**config.mk**
```make
export PLATFORM = sky130hd
export DESIGN_NAME = acc_alu
export DESIGN_NICKNAME = d
export VERILOG_FILES = /design/src/rtl/cpu_pkg.sv /design/src/rtl/booth_mul_seq.sv /design/src/rtl/acc_alu.sv
export SDC_FILE = /design/constraint.sdc
export NUM_CORES = 1
export LEC_CHECK = 0
export ABC_AREA = 1
export CAP_MARGIN = 40
export CORE_UTILIZATION = 30
export DETAILED_ROUTE_END_ITERATION = 16
export DONT_BUFFER_PORTS = 1
export GPL_TIMING_DRIVEN = 0
export PLACE_DENSITY = 0.5
export SLEW_MARGIN = 20
export SYNTH_ARGS = -nofsm -noshare
export SYNTH_HDL_FRONTEND = slang
export SYNTH_HIERARCHICAL = 1
export SYNTH_SLANG_ARGS = --single-unit
```
**constraint.sdc**
```tcl
create_clock -name clk -period 3.35 [get_ports clk]
set_clock_uncertainty 0.1 [all_clocks]
set_input_delay 0.335 -clock clk [delete_from_list [all_inputs] [get_ports clk]]
set_output_delay 0.335 -clock clk [all_outputs]
set_load 0.02 [all_outputs]
```
**src/rtl/cpu_pkg.sv**
```systemverilog
// Shared CPU definitions: datapath width, ALU op codes, FSM states.
// Imported by the accumulator ALU and its Booth multiplier core.
package cpu_pkg;

  localparam int WIDTH_DEF = 16;

  localparam logic [3:0] OP_ADD  = 4'd0;
  localparam logic [3:0] OP_SUB  = 4'd1;
  localparam logic [3:0] OP_AND  = 4'd2;
  localparam logic [3:0] OP_OR   = 4'd3;
  localparam logic [3:0] OP_NOT  = 4'd4;
  localparam logic [3:0] OP_SHR  = 4'd5;
  localparam logic [3:0] OP_SHL  = 4'd6;
  localparam logic [3:0] OP_MPY  = 4'd7;
  localparam logic [3:0] OP_LOAD = 4'd8;

  typedef enum logic {
    ST_IDLE = 1'b0,
    ST_MUL  = 1'b1
  } state_e;

endpackage

```
**src/rtl/booth_mul_seq.sv**
```systemverilog
// Sequential radix-2 Booth signed multiplier, one step per cycle.
// Ports: start_i/abort_i, mcand_i/mplier_i, busy_o, done_o, prod_o.
module booth_mul_seq
  import cpu_pkg::*;
#(
  parameter int WIDTH    = WIDTH_DEF,
  parameter int MUL_ITER = WIDTH
) (
  input  logic               clk,
  input  logic               rst_n,
  input  logic               start_i,
  input  logic               abort_i,
  input  logic [WIDTH-1:0]   mcand_i,
  input  logic [WIDTH-1:0]   mplier_i,
  output logic               busy_o,
  output logic               done_o,
  output logic [2*WIDTH-1:0] prod_o
);

  localparam int CW = $clog2(MUL_ITER + 1);

  state_e           state_q, state_d;
  logic [CW-1:0]    cnt_q, cnt_d;
  // High half carries one guard bit so that subtracting the
  // most-negative multiplicand cannot overflow.
  logic [WIDTH:0]   a_q, a_d;
  logic [WIDTH-1:0] q_q, q_d;
  logic             qm1_q, qm1_d;
  logic [WIDTH-1:0] m_q, m_d;

  logic [WIDTH:0]     m_ext;
  logic [WIDTH:0]     a_sum;
  logic [2*WIDTH+1:0] vec;
  logic [2*WIDTH+1:0] sh;
  logic               last;

  always_comb begin
    m_ext = {m_q[WIDTH-1], m_q};
    unique case ({q_q[0], qm1_q})
      2'b01:   a_sum = a_q + m_ext;
      2'b10:   a_sum = a_q - m_ext;
      default: a_sum = a_q;
    endcase
    vec = {a_sum, q_q, qm1_q};
    sh  = {vec[2*WIDTH+1], vec[2*WIDTH+1:1]};
  end

  assign last   = (cnt_q == CW'(MUL_ITER - 1));
  assign busy_o = (state_q == ST_MUL);
  assign done_o = busy_o && !abort_i && last;
  assign prod_o = sh[2*WIDTH:1];

  always_comb begin
    state_d = state_q;
    cnt_d   = cnt_q;
    a_d     = a_q;
    q_d     = q_q;
    qm1_d   = qm1_q;
    m_d     = m_q;
    unique case (state_q)
      ST_IDLE: begin
        if (start_i && !abort_i) begin
          state_d = ST_MUL;
          cnt_d   = '0;
          a_d     = '0;
          q_d     = mplier_i;
          qm1_d   = 1'b0;
          m_d     = mcand_i;
        end
      end
      ST_MUL: begin
        if (abort_i) begin
          state_d = ST_IDLE;
        end else begin
          a_d   = sh[2*WIDTH+1:WIDTH+1];
          q_d   = sh[WIDTH:1];
          qm1_d = sh[0];
          cnt_d = cnt_q + 1'b1;
          if (last) state_d = ST_IDLE;
        end
      end
      default: state_d = ST_IDLE;
    endcase
  end

  always_ff @(posedge clk or negedge rst_n) begin
    if (!rst_n) begin
      state_q <= ST_IDLE;
      cnt_q   <= '0;
      a_q     <= '0;
      q_q     <= '0;
      qm1_q   <= 1'b0;
      m_q     <= '0;
    end else begin
      state_q <= state_d;
      cnt_q   <= cnt_d;
      a_q     <= a_d;
      q_q     <= q_d;
      qm1_q   <= qm1_d;
      m_q     <= m_d;
    end
  end

endmodule

```
**src/rtl/acc_alu.sv**
```systemverilog
// Accumulator ALU: single-cycle ops on ACC plus Booth MPY into {MR,ACC}.
// Ports: br_data/alu_start/alu_op/acc_clear in; acc/mr/busy/done/flags out.
module acc_alu
  import cpu_pkg::*;
#(
  parameter int WIDTH    = WIDTH_DEF,
  parameter int MUL_ITER = WIDTH
) (
  input  logic             clk,
  input  logic             rst_n,
  input  logic [WIDTH-1:0] br_data,
  input  logic             alu_start,
  input  logic [3:0]       alu_op,
  input  logic             acc_clear,
  output logic [WIDTH-1:0] acc_data,
  output logic [WIDTH-1:0] mr_data,
  output logic             busy,
  output logic             done,
  output logic             zf,
  output logic             nf,
  output logic             of
);

  logic [WIDTH-1:0] acc_q, acc_d;
  logic [WIDTH-1:0] mr_q, mr_d;
  logic             zf_q, zf_d;
  logic             nf_q, nf_d;
  logic             of_q, of_d;
  logic             done_q, done_d;

  logic               mul_busy;
  logic               mul_done;
  logic               mul_go;
  logic               op_go;
  logic [2*WIDTH-1:0] prod;

  logic [WIDTH-1:0] sum, diff, res;
  logic             ovf, upd;

  assign mul_go = alu_start && !acc_clear && !mul_busy
                  && (alu_op == OP_MPY);
  assign op_go  = alu_start && !acc_clear && !mul_busy
                  && (alu_op != OP_MPY);

  booth_mul_seq #(
    .WIDTH    (WIDTH),
    .MUL_ITER (MUL_ITER)
  ) u_mul (
    .clk      (clk),
    .rst_n    (rst_n),
    .start_i  (mul_go),
    .abort_i  (acc_clear),
    .mcand_i  (br_data),
    .mplier_i (acc_q),
    .busy_o   (mul_busy),
    .done_o   (mul_done),
    .prod_o   (prod)
  );

  always_comb begin
    sum  = acc_q + br_data;
    diff = acc_q - br_data;
    res  = acc_q;
    ovf  = 1'b0;
    upd  = 1'b1;
    unique case (1'b1)
      alu_op == OP_ADD: begin
        res = sum;
        ovf = (acc_q[WIDTH-1] == br_data[WIDTH-1])
              && (sum[WIDTH-1] != acc_q[WIDTH-1]);
      end
      alu_op == OP_SUB: begin
        res = diff;
        ovf = (acc_q[WIDTH-1] != br_data[WIDTH-1])
              && (diff[WIDTH-1] != acc_q[WIDTH-1]);
      end
      alu_op == OP_AND:  res = acc_q & br_data;
      alu_op == OP_OR:   res = acc_q | br_data;
      alu_op == OP_NOT:  res = ~acc_q;
      alu_op == OP_SHR: begin
        res = {acc_q[WIDTH-1], acc_q[WIDTH-1:1]};
        ovf = acc_q[0];
      end
      alu_op == OP_SHL: begin
        res = {acc_q[WIDTH-2:0], 1'b0};
        ovf = acc_q[WIDTH-1];
      end
      alu_op == OP_LOAD: res = br_data;
      default: upd = 1'b0;
    endcase
  end

  always_comb begin
    acc_d  = acc_q;
    mr_d   = mr_q;
    zf_d   = zf_q;
    nf_d   = nf_q;
    of_d   = of_q;
    done_d = 1'b0;
    if (acc_clear) begin
      acc_d = '0;
      mr_d  = '0;
      zf_d  = 1'b0;
      nf_d  = 1'b0;
      of_d  = 1'b0;
    end else if (mul_done) begin
      acc_d  = prod[WIDTH-1:0];
      mr_d   = prod[2*WIDTH-1:WIDTH];
      zf_d   = (prod == '0);
      nf_d   = prod[2*WIDTH-1];
      of_d   = (prod[2*WIDTH-1:WIDTH]
               != {WIDTH{prod[WIDTH-1]}});
      done_d = 1'b1;
    end else if (op_go) begin
      done_d = 1'b1;
      if (upd) begin
        acc_d = res;
        zf_d  = (res == '0);
        nf_d  = res[WIDTH-1];
        of_d  = ovf;
      end
    end
  end

  always_ff @(posedge clk or negedge rst_n) begin
    if (!rst_n) begin
      acc_q  <= '0;
      mr_q   <= '0;
      zf_q   <= 1'b0;
      nf_q   <= 1'b0;
      of_q   <= 1'b0;
      done_q <= 1'b0;
    end else begin
      acc_q  <= acc_d;
      mr_q   <= mr_d;
      zf_q   <= zf_d;
      nf_q   <= nf_d;
      of_q   <= of_d;
      done_q <= done_d;
    end
  end

  assign acc_data = acc_q;
  assign mr_data  = mr_q;
  assign busy     = mul_busy;
  assign done     = done_q;
  assign zf       = zf_q;
  assign nf       = nf_q;
  assign of       = of_q;

endmodule

```
==> qor.txt <==
run status = finished, violations left
failing checks = setup timing
count leader, synth = nand2_1
# H-tree levels = 3
core area = 0.0296 sq mm
Initial DRT Pass Iterations = 7
placed cells = 1814
Synth Area in Adders = 10.4%
Clock Latency Late Sink = 0.35 ns
Reg clk slew, reported paths = 0.07 ns
RSZ-0062 raised after global routing = true
asr flop ratio synth = 100%
cell accounting for the most synthesized area = dfrtp_1
antenna violations before repair = 0
share of layout cells above drive strength 1 = 14.8%
setup ws final = -0.324 ns
syn_nets = 1521
Crit Path Max Fanout = 4
worst-margin pin slew = 0.732 ns
Synth Area in Compound Gates = 14.4%
fillers = 3217
Synth Area in XOR/XNOR = 1.66%
Synth area leaders = dfrtp_1, nand2_1, ha_1
GRT Util Overall = 21.2%
Hold Crit Class = primary input to flip-flop
post-route cell area = 0.0106 sq mm
DP Area = 0.00948 sq mm
register share of total power = 23.3%
chip width = 175 um
Setup CP Type = flip-flop to flip-flop
combinational family with the most area after synthesis = simple AND/OR/NAND/NOR gates
HPWL Detailed = 25800 um
DRC viols = 0
Tmin final = 3.67 ns
combinational fraction of design power = 62.2%
CTS tree = built
largest net degree at the start of global routing = 92
non-filler cells, final = 1865
Slew Limit Fails = 0
pre-CTS setup slack = -0.742 ns
area grow syn2layout = 17.3%
n_diodes = 0
mux cell area share after synthesis = 0%
delay-heaviest family, CP = simple AND/OR/NAND/NOR gates
Total Routed Length = 32500 um
worst path cell trace = inv_2, nand4_1, buf_4, o31ai_4, xor2_1, inv_1, ha_4, nand2_2, nor2_1, nand3_1, nand2_2, a21oi_1, xnor2_1, nand2_1, nand2_2, nand4_1, nor4_4, a311oi_1, o31ai_1, nand2_1
Overflow after GRT = 0
Ys Warns = 6
Buf/Inv on CP = 3
ys flop type = dfrtp_1
Post-Syn Area = 0.00900 sq mm
CTS Sinks = 91
Top Ports = 61
sequential fraction of the synthesis area = 25.3%
Worst Path Required = 3.47 ns
CP Capture Type = flip-flop
Root Buffer = clkbuf_16
Final Cycle Share = 110%
Iteration-0 DRC Markers = 697
buffer depth of the longest clock path = 2
multi-input logic area = 0.00601 sq mm
post-layout util = 35.7%
Slowest cell on crit path = dfrtp_1
Buffers on Ports = 0
die area = 0.0307 sq mm
Final GP Congestion = 0.910
Crit path top cell by count = nand2_2
internal power = 3.57 mW
Hold Vio Cnt, Final = 0
antenna-violating nets left = 0
slowest cell delay on critical path = 0.43 ns
cts bufs inserted = 9
synthesized flop and latch total = 91
Starting Density = 30.4%
vias in the first global route = 9049
Switching Power = 3.39 mW
Via density = 5.07
fmax = 0.272 GHz
wire per inst = 17.4 um
Synth Instances = 1424
Clk pwr share = 14.5%
Netlist cell types = 49
pwr dens = 660 mW/mm^2
Sw Ratio = 48.7%
Syn Area/Cell = 6.32 sq um
CP Data Arrival Time = 3.79 ns
final-stage net count = 1567
# rows = 63
Storage cell area = 0.00228 sq mm
top cells by count, synth = nand2_1, inv_1, nor2_1, nand3_1, dfrtp_1
startpoint types = flip-flop
LEAKAGE = 5.30 nW
Setup violations, final = 2
first-pass GRT wire length = 50300 um
Synth Area in Simple Gates = 35.4%
# Max-Cap Violations = 0
via count = 9451
Die Ht = 175 um
Post-synth EDFFs = 0
Max IR drop VDD = 0.000310 V
Yosys top cell area share = 25.3%
relative slew slack = 50.7%
==> what timing repair did <==
item,4_1_cts,5_1_grt
resized for setup,72,35
hold buffers,7,0
endpoints found under the setup margin,3,15
endpoints found under the hold margin,96,0
pin swaps,33,36
setup buffers,16,13
==> area by class of cell <==
| cell class | count | share of cell area (%) |
|---|---|---|
| buffer | 57 | 3.19 |
| clock buffer | 12 | 2.43 |
| clock inverter | 4 | 0.320 |
| inverter | 221 | 7.93 |
| multi-input combinational | 1055 | 57.0 |
| sequential | 91 | 21.6 |
| tap | 390 | 4.63 |
| timing repair buffer | 35 | 2.94 |
==> metal layers <==
| layer | wire, um | GRT usage (%) | vias to the layer above |
|---|---|---|---|
| met5 | 0 | 0 | - |
| met3 | 1650 | 3.50 | 58 |
| met1 | 14400 | 27.1 | 4452 |
| met2 | 15300 | 35.2 | 259 |
| li1 | - | - | 4682 |
| met4 | 1190 | 8.48 | 0 |
==> cells by family after synthesis <==
group	count (synthesis)
DFF	91
and+or+nand+nor	745
AOI/OAI and AO/OA	220
xor gates and xnor gates	17
buffers and inverters	278
adders and majority gates	73
==> placed cells by master, fill, tap and decap left out, types with 12 or more instances in the layout <==
| cell type | netlist | final |
|---|---|---|
| nand2_1 | 434 | 423 |
| inv_1 | 204 | 189 |
| nand3_1 | 112 | 108 |
| nor2_1 | 114 | 106 |
| dfrtp_1 | 91 | 91 |
| o21ai_0 | 70 | 66 |
| ha_1 | 70 | 57 |
| buf_4 | 20 | 47 |
| a21oi_1 | 46 | 39 |
| o22ai_1 | 32 | 32 |
| inv_2 | 15 | 28 |
| nand4_1 | 26 | 26 |
| buf_2 | 23 | 23 |
| a31oi_1 | 19 | 17 |
| nand2_2 | 7 | 15 |
| nor2_2 | 6 | 14 |
| o21ai_1 | 12 | 13 |
| o211ai_1 | 13 | 13 |
| xor2_1 | 15 | 13 |
| clkbuf_1 | 13 | 12 |
==> power by group through the flow <==
stage               sequential [mW]  combinational [mW]  clock (mW)
floorplan                      1.52                2.55           0
global placement               1.62                3.33           0
detailed placement             1.62                3.34           0
CTS                            1.62                3.96        1.04
global route                   1.65                4.80        1.08
finish                         1.62                4.33        1.01
==> path summary, 6_finish.rpt <==
check                                              to                       start  slack [ns]  depth (start not counted)
setup / recovery                       of$_DFFE_PN0P_    u_mul/m_q[4]$_DFFE_PN0P_       -0.32                         20
hold / removal               u_mul/m_q[1]$_DFFE_PN0P_                  br_data[1]        0.02                          2
setup reg to reg                       of$_DFFE_PN0P_    u_mul/m_q[4]$_DFFE_PN0P_       -0.32                         20
hold reg to reg            u_mul/cnt_q[0]$_DFFE_PN0P_  u_mul/cnt_q[0]$_DFFE_PN0P_        0.43                          1
max in group asynchronous    u_mul/q_q[1]$_DFFE_PN0P_                       rst_n        2.31                          2
min in group asynchronous   u_mul/a_q[11]$_DFFE_PN0P_                       rst_n        0.45                          2
==> flip-flops by register name, indices dropped and copies added (netlist names) <==
| register | cells |
|---|---|
| acc_data | 16 |
| mr_data | 16 |
| u_mul/a_q | 16 |
| u_mul/m_q | 16 |
| u_mul/q_q | 16 |
| u_mul/cnt_q | 5 |
| done | 1 |
| nf | 1 |
| of | 1 |
| u_mul/busy_o | 1 |
| u_mul/qm1_q | 1 |
| zf | 1 |
==> metrics by stage <==
step	setup TNS (ns)	hold slack [ns]	power, mW
after floorplan	0	-0.0606	4.07
after global placement	-1.48	-0.0578	4.95
after detailed placement	-1.51	-0.0588	4.95
after CTS	-0.520	0.000445	6.61
after global routing	-1.25	0.0117	7.53
final	-0.591	0.0155	6.96
No activity file was read; power rests on OpenSTA's default activity.
